File: config.mk
export PLATFORM = sky130hd
export DESIGN_NAME = alu_mux_pipe
export DESIGN_NICKNAME = d
export VERILOG_FILES = /design/src/rtl/alu_mux_pipe_pkg.sv /design/src/rtl/alu_mux_pipe_core.sv /design/src/rtl/alu_mux_pipe.sv
export SDC_FILE = /design/constraint.sdc
export NUM_CORES = 1
export LEC_CHECK = 0
export CAP_MARGIN = 20
export CORE_MARGIN = 2
export CORE_UTILIZATION = 37
export CTS_CLUSTER_DIAMETER = 100
export DETAILED_ROUTE_END_ITERATION = 8
export HOLD_SLACK_MARGIN = 0.03
export PLACE_DENSITY = 0.57
export RECOVER_POWER = 50
export SETUP_SLACK_MARGIN = 0.2
export SYNTH_ARGS = -nofsm -noshare
export SYNTH_HDL_FRONTEND = slang
export SYNTH_SLANG_ARGS = --single-unit
File: constraint.sdc
create_clock -name clk -period 2.85 [get_ports clk]
set_clock_uncertainty 0.2 [all_clocks]
set_input_delay 0.57 -clock clk [delete_from_list [all_inputs] [get_ports clk]]
set_output_delay 0.57 -clock clk [all_outputs]
set_load 0.05 [all_outputs]
File: src/rtl/alu_mux_pipe_pkg.sv
// alu_mux_pipe_pkg: shared select encoding and constants for the mux-ALU pipeline.
package alu_mux_pipe_pkg;
  typedef enum logic [2:0] {
    SEL_ADD = 3'd0,
    SEL_SUB = 3'd1,
    SEL_AND = 3'd2,
    SEL_OR  = 3'd3,
    SEL_XOR = 3'd4,
    SEL_SHL = 3'd5,
    SEL_SHR = 3'd6,
    SEL_INV = 3'd7
  } alu_sel_e;
  localparam int ALU_WIDTH = 8;
  localparam logic [7:0] ERR_CNT_MAX = 8'hFF;
endpackage

File: src/rtl/alu_mux_pipe_core.sv
// alu_mux_pipe_core: combinational select-driven ALU (a, b, sel) -> (y, carry, err).
module alu_mux_core
  import alu_mux_pipe_pkg::*;
#(
  parameter int WIDTH = ALU_WIDTH
) (
  input  logic [WIDTH-1:0] a,
  input  logic [WIDTH-1:0] b,
  input  alu_sel_e         sel,
  output logic [WIDTH-1:0] y,
  output logic             carry,
  output logic             err
);
  always_comb begin
    y = '0;
    carry = 1'b0;
    err = 1'b0;
    case (sel)
      SEL_ADD: {carry, y} = {1'b0, a} + {1'b0, b};
      SEL_SUB: {carry, y} = {1'b0, a} - {1'b0, b};
      SEL_AND: y = a & b;
      SEL_OR:  y = a | b;
      SEL_XOR: y = a ^ b;
      SEL_SHL: {carry, y} = {a, 1'b0};
      SEL_SHR: {y, carry} = {1'b0, a};
      default: err = 1'b1;
    endcase
  end
endmodule

File: src/rtl/alu_mux_pipe.sv
// alu_mux_pipe: two-stage valid/ready mux-ALU pipeline.
// Define ALU_ERR_CNT_EN to add the saturating invalid-select counter port err_cnt.
module alu_mux_pipe
  import alu_mux_pipe_pkg::*;
#(
  parameter int WIDTH = ALU_WIDTH
) (
  input  logic             clk,
  input  logic             rst,
  input  logic             in_valid,
  output logic             in_ready,
  input  logic [WIDTH-1:0] in_a,
  input  logic [WIDTH-1:0] in_b,
  input  logic [2:0]       in_sel,
  output logic             out_valid,
  input  logic             out_ready,
  output logic [WIDTH-1:0] out_y,
  output logic             out_carry,
  output logic             out_zero,
  output logic             out_err
`ifdef ALU_ERR_CNT_EN
  ,
  output logic [7:0]       err_cnt
`endif
);
  logic             s1_valid;
  logic [WIDTH-1:0] s1_a;
  logic [WIDTH-1:0] s1_b;
  alu_sel_e         s1_sel;
  logic [WIDTH-1:0] core_y;
  logic             core_carry;
  logic             core_err;
  logic             s1_adv;
  logic             s2_adv;
  assign s2_adv = !out_valid || out_ready;
  assign s1_adv = !s1_valid || s2_adv;
  assign in_ready = s1_adv && !rst;
  alu_mux_core #(.WIDTH(WIDTH)) u_core (
    .a    (s1_a),
    .b    (s1_b),
    .sel  (s1_sel),
    .y    (core_y),
    .carry(core_carry),
    .err  (core_err)
  );
  always_ff @(posedge clk) begin
    if (rst) begin
      s1_valid <= 1'b0;
      s1_a <= '0;
      s1_b <= '0;
      s1_sel <= SEL_ADD;
      out_valid <= 1'b0;
      out_y <= '0;
      out_carry <= 1'b0;
      out_zero <= 1'b0;
      out_err <= 1'b0;
    end else begin
      if (s1_adv) begin
        s1_valid <= in_valid;
        if (in_valid) begin
          s1_a <= in_a;
          s1_b <= in_b;
          s1_sel <= alu_sel_e'(in_sel);
        end
      end
      if (s2_adv) begin
        out_valid <= s1_valid;
        if (s1_valid) begin
          out_y <= core_y;
          out_carry <= core_carry;
          out_zero <= (core_y == '0);
          out_err <= core_err;
        end
      end
    end
  end
`ifdef ALU_ERR_CNT_EN
  // Counted at input acceptance, so dropped-by-reset transactions still count until rst clears it.
  always_ff @(posedge clk) begin
    if (rst) err_cnt <= '0;
    else if (in_valid && in_ready && alu_sel_e'(in_sel) == SEL_INV && err_cnt != ERR_CNT_MAX)
      err_cnt <= err_cnt + 8'd1;
  end
`endif
endmodule

==> results by group, run 1 <==
Status
  – Status: finished, final reports clean

Power
  – Power Dens Cells: 400 mW/mm^2
  – Worst VDD drop: between 0.0002 and 0.00025 V
  – Leakage power: ~1.2 nW

GRT
  – Initial antenna violation count: 0
  – Vias in the first global route: ~2,100
  – Tot GR Track Use: 17.9%
  – Total grt overflow: 0
  – First-pass GRT wire length: around 10,000 um
  – Largest net degree at the start of global routing: 32

Synth
  – Synthesized instance count: around 320
  – Yosys reg bits: 32
  – Mapped Area: about 0.0024 mm^2
  – Synth warn: 0
  – Synthesized Nets: 368
  – Largest cells by area after synthesis: dfxtp_1 27%, ha_1 13%, a21oi_1 8.0%
  – Syn Area/Cell: 7.47 um^2
  – Post-synth EDFFs: 0
  – Sequential share of the synthesized area: 26.9%
  – Ys async rst share: 0%
  – Netlist cell types: 52
  – Top cell type's share of synthesized area: 26.9%
  – Synth Flop Type: dfxtp_1
  – Yosys top cell by area: dfxtp_1

STA
  – Setup TNS: 0 ps
  – RSZ-0062 raised after global routing: no
  – Final setup violating endpoints: 0
  – Slew Viols, Final: 0
  – Fmax: approximately 390 MHz
  – Rel. slew slack: between 30 and 40%
  – Tmin final: between 2000 and 3000 ps
  – Worst-Margin Slew: slightly above 900 ps
  – Fin. Hold Viols: 0
  – Tcrit/Tclk final: 90.5%
  – Final hold slack: about 250 ps

Floorplan
  – Starting Density: between 30% and 40%
  – Die Wd: around 84 um
  – Core ar.: 0.00628 mm^2
  – Die Ht: around 84 um
  – Die ar.: slightly above 0.007 mm^2
  – Row cnt: 29
  – I/O Pins: 36

Route
  – Number of remaining DRC errors: 0
  – ANT nets after route: 0
  – Final Routed Wirelength: between 6000 and 7000 um
  – Routed len/inst: roughly 14 um
  – 1st-iter DRT viols: approximately 170
  – Via count: ~2,300
  – First drt pass iteration count: 4
  – Via density: around 5.3

Layout
  – Most frequent cells in the layout: 50 x nand2_1, 37 x a21oi_1, 32 x nor2_1
  – Share of cells above drive strength 1: between 10% and 20%
  – Layout area overhead: 30.8%
  – Final nets: between 400 and 500
  – Most common cell after layout, fill and taps aside: nand2_1
  – N_diodes: 0

Place
  – Port buffer count: 35
  – GPL Wtd Cong: 0.868
  – DP Wirelength: between 4000 and 5000 um

Job
  – Number of max-cap violations: 0

Clock network
  – CTS H-tree depth: 2
  – Clk_lat worst skew: slightly below 300 ps
  – TritonCTS Buffers: 5
  – Maximum clock path buffer count: 2
  – CTS root buf: clkbuf_8
  – TritonCTS clock tree: done
  – CTS sink count: 32
  – Clock slew at reported path FFs: 60 ps

Worst setup path
  – Register-to-Register Path Depth: 11
  – CP Launch Type: flop
  – CP Data Required Time: 2840 ps
  – Critical Setup Path Class: flop to flop
  – Arr. time, crit path: about 2600 ps
  – Worst Setup End Kind: flop
  – CP max FO: 4

Min path
  – Hold path cells: 2
  – Worst min path class: flop to flop
logic make-up (layout without fill, tap and decap cells):
kind of cell	Yosys count	in the layout	share of synthesized area [%]
xor+xnor	4	4	1.47
buf+inv	45	88	7.41
fa+ha+maj	26	26	14.3
mux	10	10	4.31
compound gates	89	89	24.6
flops	32	32	26.9
simple gates	113	113	21.1
worst max-delay path, stage by stage, from the launching register on:
cell and delay (ps):
dfxtp_2 370, inv_2 60, ha_4 160, inv_2 50
fa_2 410, mux2i_1 180, o32ai_2 110, nor3_1 200
o211ai_1 160, nor4_2 270, nand2_1 120, o41ai_4 190
worst paths after layout:
kind | startpoint | endpoint | slack, ps
worst max register to register | s1_a[0]$_SDFFE_PP0P_ | out_zero$_SDFFE_PP0P_ | 270
worst min register to register | out_err$_SDFFE_PP0P_ | out_err$_SDFFE_PP0P_ | 250
worst max-delay path | s1_a[0]$_SDFFE_PP0P_ | out_zero$_SDFFE_PP0P_ | 270
worst min-delay path | out_err$_SDFFE_PP0P_ | out_err$_SDFFE_PP0P_ | 250
state kept, by name (all words and copies together), names as in the netlist:
signal     count
out_y          8
s1_a           8
s1_b           8
s1_sel         3
out_carry      1
out_err        1
out_valid      1
out_zero       1
s1_valid       1
cells in the mapped netlist (2+ instances only):
cell / count
inv_2: 2
nor3_1: 7
o31ai_1: 2
nor2b_1: 5
fa_1: 2
a21oi_1: 38
o311ai_1: 2
inv_1: 25
a221o_1: 2
nand2b_1: 4
a22o_1: 2
dfxtp_1: 32
nor2_1: 32
o221ai_1: 2
o2bb2ai_1: 3
nand2_1: 50
or2_1: 2
o21ai_0: 5
a211oi_1: 2
o21bai_1: 3
buf_2: 3
and2_1: 2
o21ai_1: 5
nand3_1: 3
xnor2_1: 4
mux2i_1: 8
a22oi_1: 2
o22ai_1: 3
clkbuf_1: 14
or3_1: 3
a31oi_1: 2
o21a_1: 5
ha_1: 24
final cells by class:
cell class / instances / area (um^2)
timing repair buffer: 54 / 499
sequential: 32 / 652
clock buffer: 6 / 72.6
fill: 651 / 3160
tap: 77 / 96.3
clock inverter: 1 / 5.00
multi-input combinational: 242 / 1690
inverter: 27 / 101
per-stage QoR:
step           std cells  util (%)  area (um^2)  setup WS (ps)  power [W]
2_1_floorplan        319         -         2380            223   0.000760
3_3_place_gp         427      45.7         2870            120   0.000884
3_5_place_dp         427      45.7         2870           28.9   0.000887
4_1_cts              435      47.4         2980            206    0.00122
5_1_grt              439      49.7         3120           77.9    0.00132
6_report             439      49.7         3120            270    0.00125
power breakdown:
part | switching, W | leakage [nW] | internal (W)
combinational | 0.000232 | 0.910 | 0.000189
clock | 0.000162 | 0.0410 | 0.000166
sequential | 0.0000247 | 0.266 | 0.000474
total | 0.000419 | 1.22 | 0.000829
per-layer routing:
layer	GRT usage (%)	share of wire [%]	up-vias
met3	2.95	3.8	13
li1	-	-	1181
met2	27.5	47	58
met1	25.1	47	1057
met5	0	0	-
met4	6.60	2.3	0
what timing repair did:
item / CTS / global route
resized for setup: 7 / 28
pin swaps: 3 / 13
hold buffers: 0 / 0
setup buffers: 1 / 4
setup endpoints to repair: 1 / 4
(Power assumes the default switching activity.)
==> run 2, diff against run 1 <==
--- a/config.mk
+++ b/config.mk
@@ -5,10 +5,10 @@
 export SDC_FILE = /design/constraint.sdc
 export NUM_CORES = 1
 export LEC_CHECK = 0
+export ABC_AREA = 1
 export CAP_MARGIN = 20
 export CORE_MARGIN = 2
 export CORE_UTILIZATION = 37
-export CTS_CLUSTER_DIAMETER = 100
 export DETAILED_ROUTE_END_ITERATION = 8
 export HOLD_SLACK_MARGIN = 0.03
 export PLACE_DENSITY = 0.57
==> results by group, run 2 <==
Floorplan
  – Row cnt: 29
  – I/O Pins: 36
  – Die Ht: 85.1 um
  – Starting Density: a little under two fifths
  – Die Wd: 85.1 um
  – Core ar.: 0.00635 mm^2
  – Die ar.: roughly 0.0072 mm^2

Clock network
  – Clk_lat worst skew: between 200 and 300 ps
  – TritonCTS clock tree: done
  – Postcts setup bufs: 0
  – CTS root buf: clkbuf_8
  – TritonCTS Buffers: 5
  – Maximum clock path buffer count: 2
  – CTS sink count: 32
  – Clock slew at reported path FFs: 70 ps
  – CTS H-tree depth: 2

Place
  – GPL Wtd Cong: 0.918
  – Worst slack, placed: between 300 and 400 ps
  – Cells after DPL: 478
  – Port buffer count: 35
  – DP Wirelength: roughly 5400 um

STA
  – Final setup violating endpoints: 0
  – Worst setup slack after layout: approximately 460 ps
  – Setup TNS: 0 ps
  – Fmax: between 400 and 500 MHz
  – Rel. slew slack: 56.2%
  – Fin. Hold Viols: 0
  – Tcrit/Tclk final: between 80% and 90%
  – Slew Viols, Final: 0
  – Tmin final: between 2000 and 2500 ps
  – Worst-Margin Slew: 657 ps
  – RSZ-0062 raised after global routing: no
  – Final hold slack: roughly 270 ps

Worst setup path
  – Arr. time, crit path: 2410 ps
  – CP Data Required Time: about 2900 ps
  – CP max FO: 4
  – Worst Setup End Kind: flop
  – Critical Setup Path Class: flop to flop
  – CP Launch Type: flop

Route
  – Via count: roughly 2,400
  – Final Routed Wirelength: 6960 um
  – First drt pass iteration count: 4
  – Routed len/inst: 14.4 um
  – ANT nets after route: 0
  – Number of remaining DRC errors: 0
  – 1st-iter DRT viols: 206
  – Via density: 5.00

Synth
  – Synth warn: 0
  – Mapped Area: approximately 0.0024 mm^2
  – Synth Flop Type: dfxtp_1
  – Ys async rst share: 0%
  – Top cell type's share of synthesized area: a little over a quarter
  – Yosys reg bits: 32
  – Count leader, synth: nand2_1
  – Largest cells by area after synthesis: dfxtp_1 26%, ha_1 12%, nand2_1 11%
  – Yosys top cell by area: dfxtp_1
  – Commonest cells post-synth: 72 x nand2_1, 52 x inv_1, 38 x nor2_1
  – Synthesized Nets: 425
  – Syn Area/Cell: 6.47 um^2
  – Netlist cell types: 28
  – Synthesized instance count: about 380
  – Sequential share of the synthesized area: a little over a quarter
  – Post-synth EDFFs: 0

Min path
  – Worst min path class: flop to flop

GRT
  – Vias in the first global route: approximately 2,300
  – First-pass GRT wire length: 11,600 um
  – Total grt overflow: 0
  – Initial antenna violation count: 0
  – Tot GR Track Use: 20.2%
  – Largest net degree at the start of global routing: 40

Layout
  – Non-filler cells, final: between 400 and 500
  – Final nets: 457
  – Most common cell after layout, fill and taps aside: nand2_1
  – Largest registers: out_y: 8 flops, s1_a: 8 flops, s1_b: 8 flops
  – Most frequent cells in the layout: 72 x nand2_1, 52 x inv_1, 38 x nor2_1
  – N_diodes: 0
  – Share of cells above drive strength 1: 6.37%
  – Layout area overhead: 21.0%

Power
  – Final Power: between 0.001 and 0.0015 W
  – Worst VDD drop: between 0.0002 and 0.00025 V
  – Leakage power: 1.37 nW
  – Power Dens Cells: about 450 mW/mm^2

Job
  – Number of max-cap violations: 0

Status
  – Status: finished, final reports clean
[run 2: timing repair]
item	in CTS	in global routing
gates resized for setup	0	2
hold buffers	0	0
setup endpoints to repair	0	2
[run 2: cell type report]
cell class                 instances  area (um^2)
inverter                          58          218
tap                               77         96.3
fill                             645         3410
sequential                        32          642
clock buffer                       7         96.3
multi-input combinational        272         1510
timing repair buffer              39          384
[run 2: critical path, cell delays in order, from the launching register on]
cell and delay (ps):
dfxtp_1 370, ha_1 260, inv_1 80, fa_1 470, inv_1 40, nand3_1 60
o21ai_0 100, nor2_1 180, nand2_1 70, nor2_1 110, nand3_1 90, nor2_1 90
nand3_1 70, a21oi_1 130
[run 2: worst paths after layout]
| check | startpoint | end | slack, ps | depth (start not counted) |
|---|---|---|---|---|
| max | s1_b[0]$_SDFFE_PP0P_ | out_zero$_SDFFE_PP0P_ | 460 | 13 |
| min | out_carry$_SDFFE_PP0P_ | out_carry$_SDFFE_PP0P_ | 270 | 2 |
| max reg2reg | s1_b[0]$_SDFFE_PP0P_ | out_zero$_SDFFE_PP0P_ | 460 | 13 |
| min reg2reg | out_carry$_SDFFE_PP0P_ | out_carry$_SDFFE_PP0P_ | 270 | 2 |
[run 2: cells by family after synthesis]
| group | synth area share, % |
|---|---|
| DFF | 26.4 |
| buffers and inverters | 11.7 |
| adders and majority gates | 14.0 |
| AOI/OAI and AO/OA | 16.7 |
| and+or+nand+nor | 31.2 |
[run 2: per-stage QoR]
step,util [%],cell area [um^2]
2_1_floorplan,-,2430
4_1_cts,46.6,2960
5_1_grt,46.3,2940
6_report,46.3,2940
3_5_place_dp,45.1,2860
3_3_place_gp,45.1,2860
[run 2: where the power goes]
part           internal (W)  total, W  switching [W]
clock              0.000215  0.000381       0.000166
sequential         0.000479  0.000511      0.0000317
combinational      0.000158  0.000437       0.000279
total              0.000852   0.00133       0.000477
[run 2: layer usage]
layer,share of wire (%),global-route usage (%),vias to the layer above
li1,-,-,1285
met1,49,27.6,1058
met2,44,32.1,74
met3,5.8,4.28,10
met4,1.5,5.63,0
met5,0,0,-
